## config.mk

```make
export PLATFORM = sky130hd
export DESIGN_NAME = instruction_fetch
export DESIGN_NICKNAME = d
export VERILOG_FILES = /design/src/rtl/instruction_fetch.sv
export SDC_FILE = /design/constraint.sdc
export NUM_CORES = 1
export LEC_CHECK = 0
export ABC_AREA = 1
export CAP_MARGIN = 0
export CORE_ASPECT_RATIO = 0.75
export CORE_MARGIN = 2
export CORE_UTILIZATION = 48
export DETAILED_ROUTE_END_ITERATION = 10
export MAX_ROUTING_LAYER = met4
export PLACE_DENSITY_LB_ADDON = 0.2
export SETUP_SLACK_MARGIN = 0.15
export SYNTH_ARGS = -nofsm -noshare
export SYNTH_HDL_FRONTEND = slang
export SYNTH_SLANG_ARGS = --single-unit
```

## constraint.sdc

```tcl
create_clock -name clk_i -period 6.3 [get_ports clk_i]
set_input_delay 1.26 -clock clk_i [delete_from_list [all_inputs] [get_ports clk_i]]
set_output_delay 1.26 -clock clk_i [all_outputs]
set_load 0.01 [all_outputs]
```

## src/rtl/instruction_fetch.sv

```systemverilog
// Instruction-fetch stage: PC, one-outstanding imem request/ack handshake, IF/ID register
// with a one-entry skid buffer for decode stalls, and redirect squash.
module instruction_fetch #(
  parameter logic [31:0] RESET_PC = 32'h0040_0000
) (
  input  logic        clk_i,
  input  logic        rst_i,
  output logic        imem_req_o,
  output logic [31:0] imem_addr_o,
  input  logic        imem_ack_i,
  input  logic        imem_rvalid_i,
  input  logic [31:0] imem_rdata_i,
  input  logic        stall_i,
  input  logic        redirect_i,
  input  logic [31:0] redirect_pc_i,
  output logic        if_id_valid_o,
  output logic [31:0] if_id_instr_o,
  output logic [31:0] if_id_pc4_o,
  output logic [5:0]  if_id_opcode_o
);

  typedef enum logic [1:0] {StIssue, StWait, StHold} state_e;

  localparam logic [31:0] AlignMask = 32'hFFFF_FFFC;

  state_e      state_q, state_d;
  logic [31:0] pc_q, pc_d;
  logic [31:0] fetch_pc_q, fetch_pc_d;
  logic        drop_q, drop_d;
  logic [31:0] skid_instr_q, skid_instr_d;
  logic [31:0] skid_pc4_q, skid_pc4_d;
  logic        ifid_valid_q, ifid_valid_d;
  logic [31:0] ifid_instr_q, ifid_instr_d;
  logic [31:0] ifid_pc4_q, ifid_pc4_d;

  logic        ifid_free;
  logic [31:0] rsp_pc4;

  assign ifid_free = !ifid_valid_q || !stall_i;
  assign rsp_pc4   = fetch_pc_q + 32'd4;

  always_comb begin
    state_d      = state_q;
    pc_d         = pc_q;
    fetch_pc_d   = fetch_pc_q;
    drop_d       = drop_q;
    skid_instr_d = skid_instr_q;
    skid_pc4_d   = skid_pc4_q;
    ifid_valid_d = ifid_valid_q;
    ifid_instr_d = ifid_instr_q;
    ifid_pc4_d   = ifid_pc4_q;

    // Decode drains the entry; a load below in the same cycle overrides this.
    if (ifid_valid_q && !stall_i) begin
      ifid_valid_d = 1'b0;
    end

    if (redirect_i) begin
      pc_d         = redirect_pc_i & AlignMask;
      ifid_valid_d = 1'b0;
      unique case (state_q)
        StIssue: begin
          // An accepted request cannot be recalled; its response must be dropped.
          if (imem_ack_i) begin
            fetch_pc_d = pc_q;
            drop_d     = 1'b1;
            state_d    = StWait;
          end
        end
        StWait: begin
          if (imem_rvalid_i) begin
            drop_d  = 1'b0;
            state_d = StIssue;
          end else begin
            drop_d  = 1'b1;
          end
        end
        StHold: begin
          state_d = StIssue;
        end
        default: state_d = StIssue;
      endcase
    end else begin
      unique case (state_q)
        StIssue: begin
          if (imem_ack_i) begin
            fetch_pc_d = pc_q;
            pc_d       = pc_q + 32'd4;
            state_d    = StWait;
          end
        end
        StWait: begin
          if (imem_rvalid_i) begin
            if (drop_q) begin
              drop_d  = 1'b0;
              state_d = StIssue;
            end else if (ifid_free) begin
              ifid_valid_d = 1'b1;
              ifid_instr_d = imem_rdata_i;
              ifid_pc4_d   = rsp_pc4;
              state_d      = StIssue;
            end else begin
              skid_instr_d = imem_rdata_i;
              skid_pc4_d   = rsp_pc4;
              state_d      = StHold;
            end
          end
        end
        StHold: begin
          if (!stall_i) begin
            ifid_valid_d = 1'b1;
            ifid_instr_d = skid_instr_q;
            ifid_pc4_d   = skid_pc4_q;
            state_d      = StIssue;
          end
        end
        default: state_d = StIssue;
      endcase
    end
  end

  always_ff @(posedge clk_i or posedge rst_i) begin
    if (rst_i) begin
      state_q      <= StIssue;
      pc_q         <= RESET_PC & AlignMask;
      fetch_pc_q   <= 32'd0;
      drop_q       <= 1'b0;
      skid_instr_q <= 32'd0;
      skid_pc4_q   <= 32'd0;
      ifid_valid_q <= 1'b0;
      ifid_instr_q <= 32'd0;
      ifid_pc4_q   <= 32'd0;
    end else begin
      state_q      <= state_d;
      pc_q         <= pc_d;
      fetch_pc_q   <= fetch_pc_d;
      drop_q       <= drop_d;
      skid_instr_q <= skid_instr_d;
      skid_pc4_q   <= skid_pc4_d;
      ifid_valid_q <= ifid_valid_d;
      ifid_instr_q <= ifid_instr_d;
      ifid_pc4_q   <= ifid_pc4_d;
    end
  end

  // Request outputs depend only on registered state, never on imem_ack_i.
  assign imem_req_o     = (state_q == StIssue);
  assign imem_addr_o    = pc_q;
  assign if_id_valid_o  = ifid_valid_q;
  assign if_id_instr_o  = ifid_instr_q;
  assign if_id_pc4_o    = ifid_pc4_q;
  assign if_id_opcode_o = ifid_instr_q[31:26];

endmodule

```

==> results.txt <==
----------------------------------------------------
[CTS]
  Root Buffer Master ... sky130_fd_sc_hd__clkbuf_16
  Clock Pin Slew Worst Setup and Hold Paths ... 0.07 ns
  CTS H-tree lvls ... 4
  Maximum count of clock buffers along a single path ... 2
  Buffers inserted during post-CTS setup optimization ... 0
  CTS hold repair buffers ... 0
  CTS Buf Count ... 17
  TritonCTS clock tree ... yes
  Number of resized instances in the post-cts repair step ... 0
  CTS Sinks ... 188
  Later-pin clock latency in the skew report ... 0.44 ns

[Drt]
  DRC ... 0
  Routed wire length per instance ... 14.9 um
  Antenna Nets Post-Route ... 0
  Starting DRT DRC Count ... 828
  Routed vias/inst ... 5.10
  DR vias ... 8582
  Final WL ... 25100 um
  Count of TritonRoute iterations in the first routing pass ... 5

[Die]
  Width of the die ... 167 um
  Die area ... 21000 um2
  Std-Cell Rows ... 44
  Vert. Die Dim ... 126 um
  Number of top-level pins ... 174
  Area of the core ... 19400 um2
  Initial core utilization ... 0.490

[Timing]
  Fin. Hold Viols ... 0
  Post-route clock period utilization ... 0.607
  Worst-case headroom to the max-slew limit ... 0.369
  Max Slew Vio Count ... 0
  Unrepaired setup endpoints after global routing ... no
  Aggregate negative setup slack ... 0 ns
  Fmax achieved ... 0.262 GHz
  Slew at the pin closest to its max-slew limit ... 0.944 ns
  Final clock skew ... 0.0112 ns
  Minimum period implied by the final worst setup slack ... 3.82 ns
  Endpoints failing setup ... 0

[Setup path]
  R2R setup slack ... 3.46 ns
  Crit path capture type ... register
  Arrival time reported for the critical path endpoint ... 4.19 ns
  Highest net fanout along the worst path ... 81
  Startpoint kind of the worst setup timing path ... input port
  Depth of the most critical reg-to-reg path ... 9
  Worst endpoint required time ... 6.66 ns
  Startpoint of the worst-slack reg-to-reg timing path ... state_q[1]
  Critical path type ... input port to register
  Endpoint of the lowest-slack register-to-register path ... if_id_pc4_o[10]

[Power and ir drop]
  Power density relative to cell area ... 411 nW/um2
  Internal power component ... 3.03 mW
  Clock network fraction of design power ... 0.219
  Maximum vdd ir drop ... 0.228 mV
  Part of the total power dissipated in combinational logic ... 0.359
  Switching part of the total ... 0.376
  Leakage power ... 5.63 nW
  Switching power of the nets ... 1.83 mW
  Proportion of power drawn by flip-flops and latches ... 0.422

[Cells and area]
  Total Nets Final ... 1492
  Final non-filler cell total ... 1683
  Most common library cell in the layout ignoring fill and taps ... sky130_fd_sc_hd__nand2_1
  # diodes ... 0
  Proportion of layout cells with a drive suffix above 1 ... 0.0385
  Layout-stage area growth over the synthesis result ... 24.1%
  Top library cells by usage in the layout, fill and taps aside ... sky130_fd_sc_hd__nand2_1 (513), sky130_fd_sc_hd__dfrtp_1 (187), sky130_fd_sc_hd__clkdlybuf4s50_1 (167), sky130_fd_sc_hd__nor2_1 (125), sky130_fd_sc_hd__inv_1 (96)

[Placed design]
  Final weighted congestion of routability-driven global placement ... 0.931
  Hpwl dp ... 17000 um
  Count of placed standard cells including taps ... 1651
  Port buffer count ... 167

[Hold path]
  Worst Hold Launch ... skid_instr_q[13]
  Type of the most critical hold path ... register to register
  Worst hold path cell count ... 2
  Worst-case hold path end point ... skid_instr_q[13]

[Synthesis]
  Mapped Area ... 9530 um2
  Share of synthesized registers carrying an async set or reset ... 1.00
  Number of synthesized register bits ... 188
  Average cell area after synthesis ... 7.43 um2
  Yosys Warn Count ... 0
  Synthesized instance count ... 1283
  Primary FF master, synth ... sky130_fd_sc_hd__dfrtp_1
  Number of flops mapped to enable cells by yosys ... 0
  Share of the yosys chip area belonging to registers ... 0.494
  Cell variety after synth ... 35

[Global route]
  GRT Residual Overflow ... 0
  Vias in the first global route ... 7921
  Number of antenna violations at the first check in global routing ... 0
  Pin count of the biggest net entering global routing ... 150
  Overall Global Routing Usage ... 0.250
  Wire length of the first global-routing pass ... 41100 um

[Status]
  Status ... finished, final reports clean

[Job]
  Reported max-cap violation count ... 0

----------------------------------------------------
-- flip-flops by register name, indices dropped and copies added, names as in the netlist --
signal	count
imem_addr_o	30
skid_instr_q	32
fetch_pc_q	30
state_q	2
if_id_pc4_o	30
drop_q	1
skid_pc4_q	30
if_id_instr_o	32
if_id_valid_o	1
-- worst max path at each step --
stage	from	to	slack (ns)
2_1_floorplan	rst_i	drop_q	2.62
4_1_cts	redirect_i	if_id_pc4_o[10]	2.48
5_1_grt	redirect_i	if_id_pc4_o[10]	2.14
3_3_place_gp	redirect_i	if_id_pc4_o[10]	2.00
3_5_place_dp	redirect_i	if_id_pc4_o[10]	2.03
6_report	redirect_i	if_id_pc4_o[10]	2.48
-- synthesized netlist by cell type, types with 3 or more instances --
| library cell | instances | area share |
|---|---|---|
| sky130_fd_sc_hd__buf_6 | 5 | 0.0059 |
| sky130_fd_sc_hd__nor3_1 | 4 | 0.0021 |
| sky130_fd_sc_hd__o21bai_1 | 5 | 0.0039 |
| sky130_fd_sc_hd__a31oi_1 | 35 | 0.023 |
| sky130_fd_sc_hd__buf_1 | 4 | 0.0016 |
| sky130_fd_sc_hd__o21ai_0 | 63 | 0.033 |
| sky130_fd_sc_hd__o211ai_1 | 4 | 0.0032 |
| sky130_fd_sc_hd__buf_2 | 15 | 0.0079 |
| sky130_fd_sc_hd__clkbuf_1 | 21 | 0.0083 |
| sky130_fd_sc_hd__nand4_1 | 4 | 0.0026 |
| sky130_fd_sc_hd__nor2_1 | 125 | 0.049 |
| sky130_fd_sc_hd__nand2_2 | 3 | 0.0020 |
| sky130_fd_sc_hd__buf_4 | 17 | 0.013 |
| sky130_fd_sc_hd__inv_1 | 97 | 0.038 |
| sky130_fd_sc_hd__dfrtp_1 | 187 | 0.49 |
| sky130_fd_sc_hd__nand2_1 | 513 | 0.20 |
| sky130_fd_sc_hd__xnor2_1 | 4 | 0.0037 |
| sky130_fd_sc_hd__and2_1 | 6 | 0.0039 |
| sky130_fd_sc_hd__nand3_1 | 66 | 0.035 |
| sky130_fd_sc_hd__o21ai_1 | 21 | 0.011 |
| sky130_fd_sc_hd__ha_1 | 5 | 0.0066 |
| sky130_fd_sc_hd__nor2_2 | 5 | 0.0033 |
| sky130_fd_sc_hd__a21oi_1 | 44 | 0.023 |
| sky130_fd_sc_hd__xor2_1 | 15 | 0.014 |
| sky130_fd_sc_hd__inv_2 | 3 | 0.0012 |
-- per-stage QoR --
step / setup slack (ns) / power [mW] / instance area, um2 / utilization / hold WS [ns]
floorplan: 2.62 / 3.01 / 9550 / - / 0.442
global route: 2.14 / 5.21 / 11800 / 0.609 / 0.489
global placement: 2.00 / 3.76 / 11300 / 0.579 / 0.453
CTS: 2.48 / 4.88 / 11800 / 0.609 / 0.477
detailed placement: 2.03 / 3.81 / 11300 / 0.579 / 0.458
finish: 2.48 / 4.86 / 11800 / 0.609 / 0.473
-- worst max-delay path, cell delays in order --
cell and delay (ns):
sky130_fd_sc_hd__clkdlybuf4s50_1 0.39, sky130_fd_sc_hd__buf_4 0.24, sky130_fd_sc_hd__inv_1 0.32, sky130_fd_sc_hd__o21ai_1 0.11
sky130_fd_sc_hd__nor2_1 0.12, sky130_fd_sc_hd__nand2_2 0.52, sky130_fd_sc_hd__inv_4 0.83, sky130_fd_sc_hd__o21ai_0 0.19
sky130_fd_sc_hd__o21ai_1 0.16
-- kinds of logic after synthesis --
kind of cell             Yosys count  synth area share
adder cells (fa/ha/maj)            5           0.00656
other                              1          0.000393
AO/OA/AOI/OAI                    178             0.102
AND/OR/NAND/NOR                  728             0.302
XOR/XNOR                          19            0.0175
flip-flops                       188             0.494
buffers and inverters            164            0.0774
-- area by class of cell --
class                           count  area (um2)
Multi-Input combinational cell    934        4110
Sequential cell                   188        4710
Inverter                          102         389
Timing Repair Buffer              174        1740
Clock inverter                     14         145
Fill cell                        1805        7600
Clock buffer                       18         429
Tap cell                          253         317
-- routing by layer --
| layer | routed length (um) | part of all wire | vias up | track usage |
|---|---|---|---|---|
| met5 | 0 | 0 | - | - |
| met4 | 254 | 0.010 | 0 | 0.0517 |
| met3 | 1540 | 0.061 | 21 | 0.0443 |
| met2 | 10400 | 0.41 | 297 | 0.344 |
| met1 | 12900 | 0.51 | 3959 | 0.387 |
| li1 | - | - | 4305 | - |
-- power by group through the flow --
stage / clock network (mW) / registers [mW] / logic (mW)
3_3_place_gp: 0 / 2.05 / 1.71
3_5_place_dp: 0 / 2.06 / 1.75
4_1_cts: 1.08 / 2.04 / 1.76
6_report: 1.07 / 2.05 / 1.74
2_1_floorplan: 0 / 2.07 / 0.932
5_1_grt: 1.13 / 2.12 / 1.96
Power figures use the tool's default switching activity.
